## config.mk

```make
export PLATFORM = sky130hd
export DESIGN_NAME = pwm_ramp_ctrl
export DESIGN_NICKNAME = d
export VERILOG_FILES = /design/src/rtl/pwm_ramp_ctrl.sv
export SDC_FILE = /design/constraint.sdc
export NUM_CORES = 1
export LEC_CHECK = 0
export ABC_AREA = 1
export BUFFER_PORTS_ARGS = -buffer_cell sky130_fd_sc_hd__buf_2
export CAP_MARGIN = 0
export CORE_MARGIN = 1
export CORE_UTILIZATION = 50
export CTS_CLUSTER_SIZE = 20
export DETAILED_ROUTE_END_ITERATION = 12
export PLACE_DENSITY = 0.72
export SLEW_MARGIN = 25
export SYNTH_ARGS = -nofsm -noshare
export SYNTH_HDL_FRONTEND = slang
export SYNTH_SLANG_ARGS = --single-unit
```

## constraint.sdc

```tcl
create_clock -name clk -period 2 [get_ports clk]
set_input_delay 0.5 -clock clk [delete_from_list [all_inputs] [get_ports clk]]
set_output_delay 0.5 -clock clk [all_outputs]
set_load 0.03 [all_outputs]
```

## src/rtl/pwm_ramp_ctrl.sv

```systemverilog
// Soft-start/soft-stop duty sequencer in front of an 8-bit PWM generator.
// Ports: clk, rst (sync, active-high); tgt_duty/tgt_vld/tgt_rdy target
// handshake; estop level override; duty registered PWM duty; ramping,
// done (1-cycle completion pulse), prd_tick (period boundary strobe).
module pwm_ramp_ctrl #(
  parameter logic [7:0] STEP     = 8'd16,
  parameter int         RATE_DIV = 4
) (
  input  logic       clk,
  input  logic       rst,
  input  logic [7:0] tgt_duty,
  input  logic       tgt_vld,
  output logic       tgt_rdy,
  input  logic       estop,
  output logic [7:0] duty,
  output logic       ramping,
  output logic       done,
  output logic       prd_tick
);

  typedef enum logic [2:0] {
    S_IDLE,
    S_UP,
    S_DOWN,
    S_HOLD,
    S_STOP
  } state_t;

  localparam logic [3:0] DIV_LAST = 4'(RATE_DIV - 1);

  state_t     r_state;
  logic [7:0] r_duty;
  logic [7:0] r_tgt;
  logic [7:0] r_prd_cnt;
  logic [3:0] r_div_cnt;
  logic       r_rdy;
  logic       r_done;

  logic       w_tick;
  logic       w_upd;
  logic       w_acc;
  logic [8:0] w_up_gap;
  logic [8:0] w_dn_gap;
  logic [8:0] w_step9;

  assign w_tick   = (r_prd_cnt == 8'hFF);
  assign w_upd    = w_tick && (r_div_cnt == DIV_LAST);
  assign w_acc    = tgt_vld && r_rdy && !estop;
  // 9-bit gaps: a gap within one STEP clamps to the target,
  // so duty can neither overshoot nor wrap.
  assign w_up_gap = {1'b0, r_tgt} - {1'b0, r_duty};
  assign w_dn_gap = {1'b0, r_duty} - {1'b0, r_tgt};
  assign w_step9  = {1'b0, STEP};

  always_ff @(posedge clk) begin
    if (rst) begin
      r_state   <= S_IDLE;
      r_duty    <= 8'h00;
      r_tgt     <= 8'h00;
      r_prd_cnt <= 8'h00;
      r_div_cnt <= 4'h0;
      r_rdy     <= 1'b0;
      r_done    <= 1'b0;
    end else begin
      r_prd_cnt <= r_prd_cnt + 8'h01;
      r_done    <= 1'b0;

      // A fresh target restarts the update divider.
      if (w_acc)
        r_div_cnt <= 4'h0;
      else if (w_tick)
        r_div_cnt <= (r_div_cnt == DIV_LAST) ? 4'h0
                                             : r_div_cnt + 4'h1;

      if (estop) begin
        // Immediate, not period-aligned; beats any completing update.
        r_duty  <= 8'h00;
        r_tgt   <= 8'h00;
        r_state <= S_STOP;
        r_rdy   <= 1'b0;
      end else begin
        unique case (r_state)
          S_IDLE, S_HOLD: begin
            r_rdy <= 1'b1;
            if (w_acc) begin
              r_tgt <= tgt_duty;
              if (tgt_duty > r_duty) begin
                r_state <= S_UP;
                r_rdy   <= 1'b0;
              end else if (tgt_duty < r_duty) begin
                r_state <= S_DOWN;
                r_rdy   <= 1'b0;
              end else begin
                r_state <= S_HOLD;
                r_done  <= 1'b1;
              end
            end
          end
          S_UP: begin
            if (w_upd) begin
              if (w_up_gap <= w_step9) begin
                r_duty  <= r_tgt;
                r_state <= S_HOLD;
                r_done  <= 1'b1;
                r_rdy   <= 1'b1;
              end else begin
                r_duty <= r_duty + STEP;
              end
            end
          end
          S_DOWN: begin
            if (w_upd) begin
              if (w_dn_gap <= w_step9) begin
                r_duty  <= r_tgt;
                r_state <= S_HOLD;
                r_done  <= 1'b1;
                r_rdy   <= 1'b1;
              end else begin
                r_duty <= r_duty - STEP;
              end
            end
          end
          S_STOP: begin
            // One IDLE cycle with rdy low before accepting again.
            r_state <= S_IDLE;
            r_rdy   <= 1'b0;
          end
          default: begin
            r_state <= S_IDLE;
            r_rdy   <= 1'b0;
          end
        endcase
      end
    end
  end

  assign tgt_rdy  = r_rdy && !estop;
  assign duty     = r_duty;
  assign done     = r_done;
  assign prd_tick = w_tick;
  assign ramping  = (r_state == S_UP) || (r_state == S_DOWN);

endmodule

```

# Word-level counts from Yosys, hierarchy flattened
# Cells that the tools add are included.
# word_totals
ff_bits,33
inputBits,12
out_inout_bits,12
word_cells,78
# classes
n_addsub,6
magnitude_cmp,4
eq_ne,15
muxes,29
n_reduce_logical,16
# op_table
cell,n
$mux 8,4
$le 9x5->1 const B,2
$mux 3,6
$sub 8x8->9,2
$pmux 8 s2,1
$ne 3x3->1 const B,5
$mux 1,13
$ne 2x2->1 const B,5
$reduce_and 5->1,2
$pmux 3 s3,1
$add 8x1->8 const B,1
$add 8x5->8 const B,1
$eq 8x8->1 const B,1
$gt 8x8->1,1
$lt 8x8->1,1
$sub 8x5->8 const B,1
$eq 3x2->1 const B,2
$pmux 1 s3,2
$reduce_or 2->1,3
$add 4x1->4 const B,1
$eq 4x2->1 const B,1
$logic_and 1x1->1,4
$mux 4,1
$reduce_and 4->1,1
8 further kinds,8

# Logic depth before layout (Yosys ltp)
# Gate-level depths: netlist (run 1).
# logic_depth
depth_word,6
ltp_mapped,18
mapped_depth_nobuf,18

# Least setup slack after synthesis (run 1)
# No wires, ideal clock.
# synth_path
path_kind,reg-to-reg
from,register r_duty[4] (netlist: duty[4])
to,register r_duty[7] (netlist: duty[7])
setup_time_ps,115
t_arrival_ps,2276
t_required_ps,1885
path_slack_ps,-391
stages_incl_launch_ff,16
path_buffers,0
synth_period_minus_slack_ps,2391
cell_sequence,dfxtp_1 > inv_1 > ha_1 > nand2_1 > inv_1 > nand3_1 > nand2_1 > xor2_1 > nor2_2 > nand3_4 > nand2_4 > nand2_4 > nor2_8 > nand2_2 > nand2_1 > nor2_1
# synth_via
elab_chain_len,5
word_cells_on_any_way,11
classes_between,4 x add/sub; 2 x order compare; 5 x mux
# synth_rtl
element,line,text
"start, declared",32,logic [7:0] r_duty;
"start signal, assigned",102,r_duty <= r_tgt;
"start signal, assigned",107,r_duty <= r_duty + STEP;
"start signal, assigned",114,r_duty <= r_tgt;
$sub 8x8->9 (on tied branches),"52, 51",
$le 9x5->1 (on tied branches),"113, 101",
$mux 8 (on tied branches),"113, 101",
$mux 8 (on tied branches),"112, 100",
$pmux 8 s2 (*),82,unique case (r_state)
# Every way passes the cells marked *; elsewhere a longest branch is shown, timed or not. The select of a mux whose other input is x is not followed.
# A chain may end at the register's enable or synchronous reset.

# Final worst setup path (run 1)
# Same ends and word-level chain as after synthesis.

==> results of run 1 <==
cells in the mapped netlist:
| cell type | n |
|---|---|
| ha_1 | 28 |
| xor2_1 | 6 |
| buf_2 | 1 |
| o211ai_1 | 1 |
| a21oi_2 | 4 |
| nand4_1 | 9 |
| nand3b_1 | 1 |
| nor4_1 | 1 |
| inv_2 | 4 |
| buf_4 | 1 |
| nor3_1 | 5 |
| nand3_4 | 2 |
| clkinv_1 | 1 |
| o21bai_1 | 1 |
| nor2_2 | 4 |
| nor2_1 | 38 |
| nand2_4 | 3 |
| nand2_1 | 88 |
| nor2_8 | 1 |
| nand4_2 | 2 |
| nand2_2 | 6 |
| a21oi_1 | 33 |
| nand3_2 | 1 |
| dfxtp_1 | 33 |
| clkbuf_1 | 1 |
| xnor2_1 | 1 |
| a21oi_4 | 1 |
| o21ai_0 | 15 |
| a221oi_1 | 1 |
| inv_1 | 62 |
| a21o_1 | 2 |
| nand3_1 | 34 |
where the power goes:
| part | switching (W) | internal, W | leakage [nW] |
|---|---|---|---|
| clock | 0.000237 | 0.000244 | 0.0422 |
| sequential | 0.00000949 | 0.000660 | 0.276 |
| combinational | 0.000206 | 0.000136 | 1.42 |
metal layers:
metal  vias up  GRT usage, %  wire, um
met5         -             0         0
li1       1412             -         -
met3        24          6.23       279
met4         0          13.0       265
met1      1282          31.0      3000
met2        55          47.7      3490
layout by cell type, fill, tap and decap left out, types with 2 or more instances in the layout:
cell	n
nand2_1	76
inv_1	54
buf_4	44
nor2_1	34
nand3_1	33
a21oi_1	28
buf_2	22
dfxtp_1	20
ha_1	19
o21ai_0	15
nand2_2	14
a21oi_2	9
nand4_1	9
dfxtp_4	8
inv_2	7
nand2_4	7
ha_4	7
nor2_2	6
xor2_1	6
inv_4	5
nor3_1	5
clkbuf_8	5
dfxtp_2	5
nand4_4	2
a21o_1	2
nor2_4	2
nand3_4	2
nand3_2	2
ha_2	2
clkbuf_1	2
registers in the layout (all words and copies together) (netlist names):
signal,cells
duty,8
r_prd_cnt,8
r_tgt,8
r_div_cnt,4
r_state,3
done,1
r_rdy,1
area by class of cell:
cell class / count / area, um^2
multi-input combinational: 288 / 1870
fill: 417 / 1380
sequential: 33 / 697
timing repair buffer: 68 / 472
inverter: 67 / 264
tap: 67 / 83.8
clock buffer: 7 / 76.3
clock inverter: 1 / 5.00
metrics by stage:
step	util (%)	cell area, um^2	power (W)	std cells
6_report	71.5	3470	0.00149	531
2_1_floorplan	-	2750	0.000900	391
3_3_place_gp	65.7	3190	0.000981	513
4_1_cts	68.3	3310	0.00148	523
5_1_grt	71.5	3470	0.00157	531
3_5_place_dp	65.7	3190	0.000993	513
timing repair:
action	CTS	global route
pin swaps	10	20
setup endpoints to repair	10	13
buffers inserted	2	8
resized for setup	14	22
endpoints found under the hold margin	0	0
worst max-delay path by stage:
stage,endpoint,slack [ns],cells after the start
2_1_floorplan,duty[7],0.0002,17
4_1_cts,duty[7],-0.03,17
5_1_grt,duty[7],-0.22,16
3_3_place_gp,duty[7],-0.09,15
3_5_place_dp,duty[7],-0.13,15
6_report,duty[7],-0.08,13
cell families (layout without fill, tap and decap cells):
family / after synthesis / after routing / synth area share (%)
xor gates and xnor gates: 7 / 7 / 2.36
and+or+nand+nor: 195 / 195 / 35.6
DFF: 33 / 33 / 25.5
adders and majority gates: 28 / 28 / 13.5
buffers and inverters: 70 / 143 / 10.3
AOI/OAI and AO/OA: 58 / 58 / 12.7
worst min-delay path, delay by kind of cell:
kind / cells / cell delay, ns
buffers and inverters: 2 / 0.16
AND/OR/NAND/NOR: 1 / 0.03
==> run summary, run 1 <==
Hold Crit Class - in2reg
Worst path top cell family by delay - simple AND/OR/NAND/NOR gates
CTS tree - built
Antenna Nets Post-Route - 0
VDD IR max - 0.000500 V
Cell row count - 25
Final worst path period share - 104%
Setup crit start kind - flip-flop
Initial antenna violation count - 0
DR iter-0 viols - 79
Reg2Reg Depth - 13
Crit Path Max Fanout - 6
Crit path buf inv count - 3
WP data arrival - 2.25 ns
Max-Slew Margin vs Limit - 76.9%
Max_cap viols - 0
Total global routing overflow - 0
Share of cells above drive strength 1 - 33.2%
CP max-delay cell - dfxtp_4
Worst-path clk slew - 0.07 ns
Number of diodes - 0
Syn avg cell area - 6.64 um^2
Mapped Cells - 391
Hold buffers post-CTS - 0
Worst Max-Slew Pin Slew - 0.344 ns
Critical Path RT - 2.18 ns
Fin. max-slew vios - 0
Total Wirelength - 7040 um
GPL Wtd Cong - 0.860
Final #Nets - 503
CTS Root Cell - clkbuf_8
Die area - 5480 um^2
Port bufs - 23
Cell Chain, Critical Path - inv_4, ha_4, nand2_2, inv_2, nand3_1, nand2_2, xor2_1, nor2_2, nand3_4, buf_4, nand3_1, a21oi_1, nor2_2
Fin worst setup slack - -0.0786 ns
Post-Syn Area - 2590 um^2
Pre-Repair DR Iteration Count - 4
Die X-Extent - 74.0 um
Global-route wire length before repair - 11200 um
FF-to-FF Start - duty[4]
Post-route DRC - 0
Mapped Nets - 431
Final Hold Viols - 0
Initial Util - 53.5%
Violated checks - setup timing
Area growth syn-to-layout - 33.7%
Lkg Pwr - 1.74 nW
CORE AREA - 4850 um^2
CTS max path bufs - 2
Worst Setup SP - duty[4]
Hold depth - 3
CP endpoint kind - flip-flop
Hold Path End - r_state[2]
Synth top area share - 25.5%
Yosys reg bits - 33
I/O pin count - 24
Power density cells - 430 nW/um^2
Wirelength per Cell - 13.2 um
Cts bufs inserted - 5
GRT Overall Usage - 27.1%
H-tree depth - 2
Flop-to-flop setup slack - -0.08 ns
Worst-skew pair later-pin latency - 0.29 ns
Seq/Total Area, Yosys - 25.5%
Max incr delay on CP - 0.36 ns
Critical hold path startpoint - estop
Vias in the first global route - 2540
Final setup viols - 9
Status - finished with violations
RSZ-0062 raised after global routing - true
Synth area leaders - dfxtp_1 25%, ha_1 14%, nand2_1 13%
Fin crit period - 2.08 ns
Fmax - 0.481 GHz
CTS sink count - 33
Unique masters post-synth - 32
Max Clock Skew - 0.00563 ns
DR vias/cell - 5.22
Worst reg2reg endpoint - duty[7]
DP Wirelength - 5600 um
Crit Path Class - reg2reg
Synth warn - 0
WHS - 0.448 ns
Pin count of the biggest net entering global routing - 18
TNS Setup - -0.387 ns
Place WS - -0.128 ns
Die Height - 74.0 um
Yosys top cell by area - dfxtp_1
Vias - 2773
(Power assumes the default switching activity.)
==> run 2: changes to the inputs <==
- CORE_ASPECT_RATIO: not set -> 1.25
==> run summary, run 2 (synthesis gave the netlist of run 1 again) <==
Number of diodes - 0 (unchanged)
Hold depth - 3 (unchanged)
Share of cells above drive strength 1 - 34.2% (+1.0 points)
Fin crit period - 2.13 ns (+0.0530 ns)
Wirelength per Cell - 13.2 um (-0.36%)
Vias in the first global route - 2614 (+2.9%)
Die area - 5480 um^2 (about the same)
CTS tree - built
Initial antenna violation count - 0 (unchanged)
Area growth syn-to-layout - 35.1%
Worst Setup SP - duty[3]
Total global routing overflow - 0 (unchanged)
CTS sink count - 33 (unchanged)
DP Wirelength - 5270 um (-5.9%)
Worst Max-Slew Pin Slew - 0.389 ns (+0.0453 ns)
Pre-Repair DR Iteration Count - 4 (unchanged)
Violated checks - setup timing
GPL Wtd Cong - 0.921 (+7.2%)
Reg2Reg Depth - 16 (+3)
Placement Cell Area - 3180 um^2 (-0.27%)
Crit Path Class - reg2reg
Max_cap viols - 0 (unchanged)
RSZ-0062 raised after global routing - true
Worst path top cell family by delay - simple AND/OR/NAND/NOR gates
Final setup viols - 10 (+1)
GRT Overall Usage - 26.3% (-0.87 points)
Hold Crit Class - in2reg
I/O pin count - 24 (unchanged)
Max-Slew Margin vs Limit - 74.0% (-2.9 points)
Fin. max-slew vios - 0 (unchanged)
Post-route DRC - 0 (unchanged)
Commonest non-fill, non-tap cell in the layout - nand2_1
Die X-Extent - 66.4 um (-10%)
Final worst path period share - 107% (+2.6 points)
Worst-skew pair later-pin latency - 0.29 ns (about the same)
WP data arrival - 2.32 ns (+0.07 ns)
Die Height - 82.5 um (+11%)
Critical hold path startpoint - estop
Pin count of the biggest net entering global routing - 18 (unchanged)
WHS - 0.435 ns (-0.0130 ns)
Final Hold Viols - 0 (unchanged)
Initial Util - 53.3% (-0.23 points)
Place WS - -0.143 ns (-0.0148 ns)
CP endpoint kind - flip-flop
Max incr delay on CP - 0.35 ns (about the same)
DR iter-0 viols - 107 (+35%)
Global-route wire length before repair - 10900 um (-3.0%)
Cts bufs inserted - 5 (unchanged)
Layout fillers - 398 (-4.6%)
CTS max path bufs - 2 (unchanged)
Vias - 2767 (-0.22%)
Fmax - 0.469 GHz (-2.5%)
Commonest cells after routing, fill and taps aside - 75 x nand2_1, 52 x inv_1, 41 x buf_4
FF-to-FF Start - duty[3]
CTS Root Cell - clkbuf_8
Port bufs - 23 (unchanged)
Total Wirelength - 6890 um (-2.0%)
H-tree depth - 2 (unchanged)
Status - finished with violations
Crit path buf inv count - 2 (-1)
Fin util - 72.0% (+0.46 points)
Cell Chain, Critical Path - inv_2, ha_4, a21o_1, inv_2, nand2_2, nand2_1, nand2_1, nor2_1, nor2_2, nand3_4, nand2_4, nand2_4, nor2_8, nand2_2, nand2_1, nor2_1
Stages on worst setup path - 16 (+3)
CORE AREA - 4870 um^2 (+0.44%)
Power density cells - 452 nW/um^2 (+5.0%)
Max Clock Skew - 0.00980 ns (+0.00417 ns)
Setup crit start kind - flip-flop
VDD IR max - 0.000501 V (+0.19%)
Cell mode on critical path - nand2_1
Lkg Pwr - 1.75 nW (+0.88%)
Cell row count - 28 (+12%)
Final #Nets - 501 (-0.40%)
CP max-delay cell - dfxtp_4
Critical Path RT - 2.18 ns (about the same)
Fin worst setup slack - -0.132 ns (-0.0530 ns)
Final Instance Area - 3510 um^2 (+1.1%)
Worst-path clk slew - 0.07 ns (about the same)
DR vias/cell - 5.30 (+1.5%)
Antenna Nets Post-Route - 0 (unchanged)
Crit Path Max Fanout - 6 (unchanged)
run 2: metrics by stage:
step,std cells,setup TNS [ns],total power (W)
2_1_floorplan,391,0,0.000900
3_3_place_gp,506,-0.417,0.000992
3_5_place_dp,506,-0.898,0.000999
4_1_cts,519,-0.127,0.00157
5_1_grt,522,-1.73,0.00165
6_report,522,-0.708,0.00158
run 2: metal layers:
metal  track usage (%)  share of wire (%)  routed length (um)  vias up
met4              11.9                3.5                 239        0
li1                  -                  -                   -     1408
met3              4.26                2.8                 190       24
met2              50.3                 53                3660       66
met5                 0                  0                   0        -
met1              27.7                 41                2800     1269
run 2: tightest hold or removal path, cell delays in order:
cell,delay [ns]
buf_2,0.11
inv_1,0.04
nor2_1,0.03
run 2: power by group:
group          total (W)  leakage (nW)  switching (W)  internal (W)
logic           0.000350          1.42       0.000206      0.000144
registers       0.000669         0.275     0.00000961      0.000659
clock network   0.000565        0.0542       0.000254      0.000311
total            0.00158          1.75       0.000469       0.00111
run 2: final cells by class:
class                   instances  area [um^2]  area share, %
clock buffers                   7         96.3           2.75
flip-flops and latches         33          698           19.9
clock inverters                 1         5.00          0.143
well taps                      60         75.1           2.14
multi-input cells             288         1920           54.6
inverters                      67          264           7.53
repair buffers                 66          452           12.9
run 2: worst paths after layout:
path                                      to  slack, ns
worst max register to register       duty[7]      -0.13
worst max-delay path                 duty[7]      -0.13
worst min-delay path              r_state[2]       0.44
worst min register to register  r_prd_cnt[0]       0.44
run 2: repair_timing:
action	4_1_cts	5_1_grt
hold endpoints to repair	0	0
buffers inserted	6	5
setup endpoints to repair	12	13
hold buffers	0	0
resized for setup	18	31
pin swaps	14	25
==> run 3: changes to the inputs <==
- CORE_MARGIN: 1 -> 5
- RECOVER_POWER: not set -> 100
==> run summary, run 3 (synthesis gave the netlist of run 1 again) <==
Port bufs - 23 (unchanged)
CTS Root Cell - clkbuf_8
Final #Nets - 501 (unchanged)
Share of cells above drive strength 1 - 32.5% (-1.7 points)
Max_cap viols - 0 (unchanged)
Post-route DRC - 0 (unchanged)
Wirelength per Cell - 12.7 um (-3.9%)
Cell Chain, Critical Path - inv_4, ha_4, inv_4, nand2_4, nand2_2, nand2_1, nand2_1, nor2_1, nor2_1, nor2_2, nand3_4, nand2_4, nand2_4, nor2_8, nand2_2, nand2_1, nor2_1
DR vias/cell - 5.17 (-2.5%)
Metal3 WL - 202 um (+6.3%)
I/O pin count - 24 (unchanged)
Hold depth - 3 (unchanged)
Die X-Extent - 74.4 um (+12%)
Vias in the first global route - 2601 (-0.50%)
DR iter-0 viols - 88 (-18%)
Top sig layer - met4
Pre-Repair DR Iteration Count - 4 (unchanged)
DP Wirelength - 5190 um (-1.6%)
Antenna Nets Post-Route - 0 (unchanged)
WP data arrival - 2.23 ns (-0.09 ns)
CTS max path bufs - 2 (unchanged)
Commonest non-fill, non-tap cell in the layout - nand2_1
Number of diodes - 0 (unchanged)
Fin util - 68.6% (-3.4 points)
Initial Util - 51.5% (-1.8 points)
Setup crit start kind - flip-flop
Sequential share of power - 44.7% (+2.5 points)
Crit Path Class - reg2reg
Stages on worst setup path - 17 (+1)
Total Wirelength - 6650 um (-3.6%)
Pin count of the biggest net entering global routing - 18 (unchanged)
Worst-path clk slew - 0.07 ns (about the same)
Worst Max-Slew Pin Slew - 0.389 ns (-0.000196 ns)
Commonest cells after routing, fill and taps aside - 66 x nand2_1, 55 x inv_1, 40 x buf_4
TNS Setup - -0.108 ns (+0.600 ns)
Die Height - 90.5 um (+9.7%)
Clock power frac - 32.8% (-2.9 points)
Switch Pwr - 0.000457 W (-2.7%)
Lkg Pwr - 1.69 nW (-3.6%)
CORE AREA - 5040 um^2 (+3.6%)
Vias - 2707 (-2.2%)
CTS tree - built
Fin worst setup slack - -0.0534 ns (+0.0781 ns)
Critical Path RT - 2.18 ns (about the same)
H-tree depth - 2 (unchanged)
Cts bufs inserted - 5 (unchanged)
Comb pwr share - 22.5% (+0.4 points)
Fmax - 0.487 GHz (+3.8%)
Hold buffers post-CTS - 0 (unchanged)
CTS sink count - 33 (unchanged)
Final Hold Viols - 0 (unchanged)
Worst path top cell family by delay - simple AND/OR/NAND/NOR gates
Cell row count - 29 (+3.6%)
Status - finished with violations
Initial antenna violation count - 0 (unchanged)
RSZ-0062 raised after global routing - true
Final setup viols - 7 (-3)
Hold Crit Class - in2reg
Layout fillers - 461 (+16%)
GRT Overall Usage - 20.5% (-5.7 points)
Fin crit period - 2.05 ns (-0.0781 ns)
Max Clock Skew - 0.00678 ns (-0.00302 ns)
Crit Path Max Fanout - 7 (+1)
Max-Slew Margin vs Limit - 74.2% (+0.15 points)
Area growth syn-to-layout - 33.3%
Reg2Reg Depth - 17 (+1)
Violated checks - setup timing
Crit path buf inv count - 2 (unchanged)
VDD IR max - 0.000549 V (+9.5%)
Max incr delay on CP - 0.37 ns (+0.02 ns)
Worst-skew pair later-pin latency - 0.28 ns (about the same)
Global-route wire length before repair - 11200 um (+2.3%)
Total global routing overflow - 0 (unchanged)
Die area - 6740 um^2 (+23%)
CP endpoint kind - flip-flop
Power density cells - 431 nW/um^2 (-4.6%)
DR WL met2 - 3490 um (-4.6%)
Fin. max-slew vios - 0 (unchanged)
GPL Wtd Cong - 0.903 (-2.0%)
Switching Share - 30.6% (+0.98 points)
Final worst path period share - 103% (-3.9 points)
CP max-delay cell - dfxtp_4
Internal Pwr Total - 0.00103 W (-7.2%)
WL met1 - 2760 um (-1.3%)
## run 3: cell types whose count changed in the layout (fill, tap and decap cells not counted), moves of 2 or more
cell | previous run | this run
buf_6 | 3 | 1
buf_2 | 22 | 12
clkbuf_8 | 7 | 5
nand2_1 | 75 | 66
o21ai_0 | 13 | 15
clkbuf_4 | 0 | 2
nand2_2 | 13 | 25
nand2_4 | 9 | 6
inv_1 | 52 | 55
clkbuf_1 | 0 | 11
inv_2 | 9 | 6
## run 3: repair_timing
item / in CTS / in global routing
setup buffers: 3 / 7
endpoints found under the hold margin: 0 / 0
pin swaps: 4 / 7
gates resized for setup: 4 / 46
setup endpoints to repair: 10 / 13
## run 3: final timing paths
kind            from    endpoint  slack (ns)
max          duty[2]     duty[7]       -0.05
min            estop  r_state[2]        0.44
max reg2reg  duty[2]     duty[7]       -0.05
min reg2reg    r_rdy       r_rdy        0.47
## run 3: metrics by stage
step                std cells  power [W]  cell area, um^2  hold slack [ns]  setup WS [ns]
finish                    524    0.00149             3460            0.442        -0.0534
CTS                       518    0.00148             3290            0.434        -0.0242
global route              524    0.00159             3460            0.460         -0.190
global placement          507   0.000981             3170            0.446        -0.0490
floorplan                 391   0.000900             2750            0.416       0.000188
detailed placement        507   0.000989             3170            0.455        -0.0733
## run 3: worst register-to-register path, delay by kind of cell (launching register included)
family	cells	cell delay, ns
adder cells (fa/ha/maj)	1	0.33
AND/OR/NAND/NOR	14	1.16
flip-flops	1	0.37
buffers and inverters	2	0.10
## run 3: power by group through the flow
stage	registers (W)	clock network [W]	logic [W]
floorplan	0.000680	0	0.000220
finish	0.000667	0.000489	0.000335
CTS	0.000666	0.000499	0.000317
detailed placement	0.000681	0	0.000308
global placement	0.000681	0	0.000301
global route	0.000668	0.000540	0.000379
## run 3: area by class of cell
type	instances	area [um^2]	share of cell area, %
tap	62	77.6	2.24
timing repair buffer	66	428	12.4
clock inverter	3	17.5	0.507
inverter	67	267	7.71
multi-input combinational	288	1910	55.1
clock buffer	5	68.8	1.99
sequential	33	694	20.1
## run 3: metal layers
layer  vias to the layer above  global-route usage, %
li1                       1400                      -
met1                      1227                   24.6
met2                        61                   34.7
met3                        19                   3.01
met4                         0                   9.94
met5                         -                      0
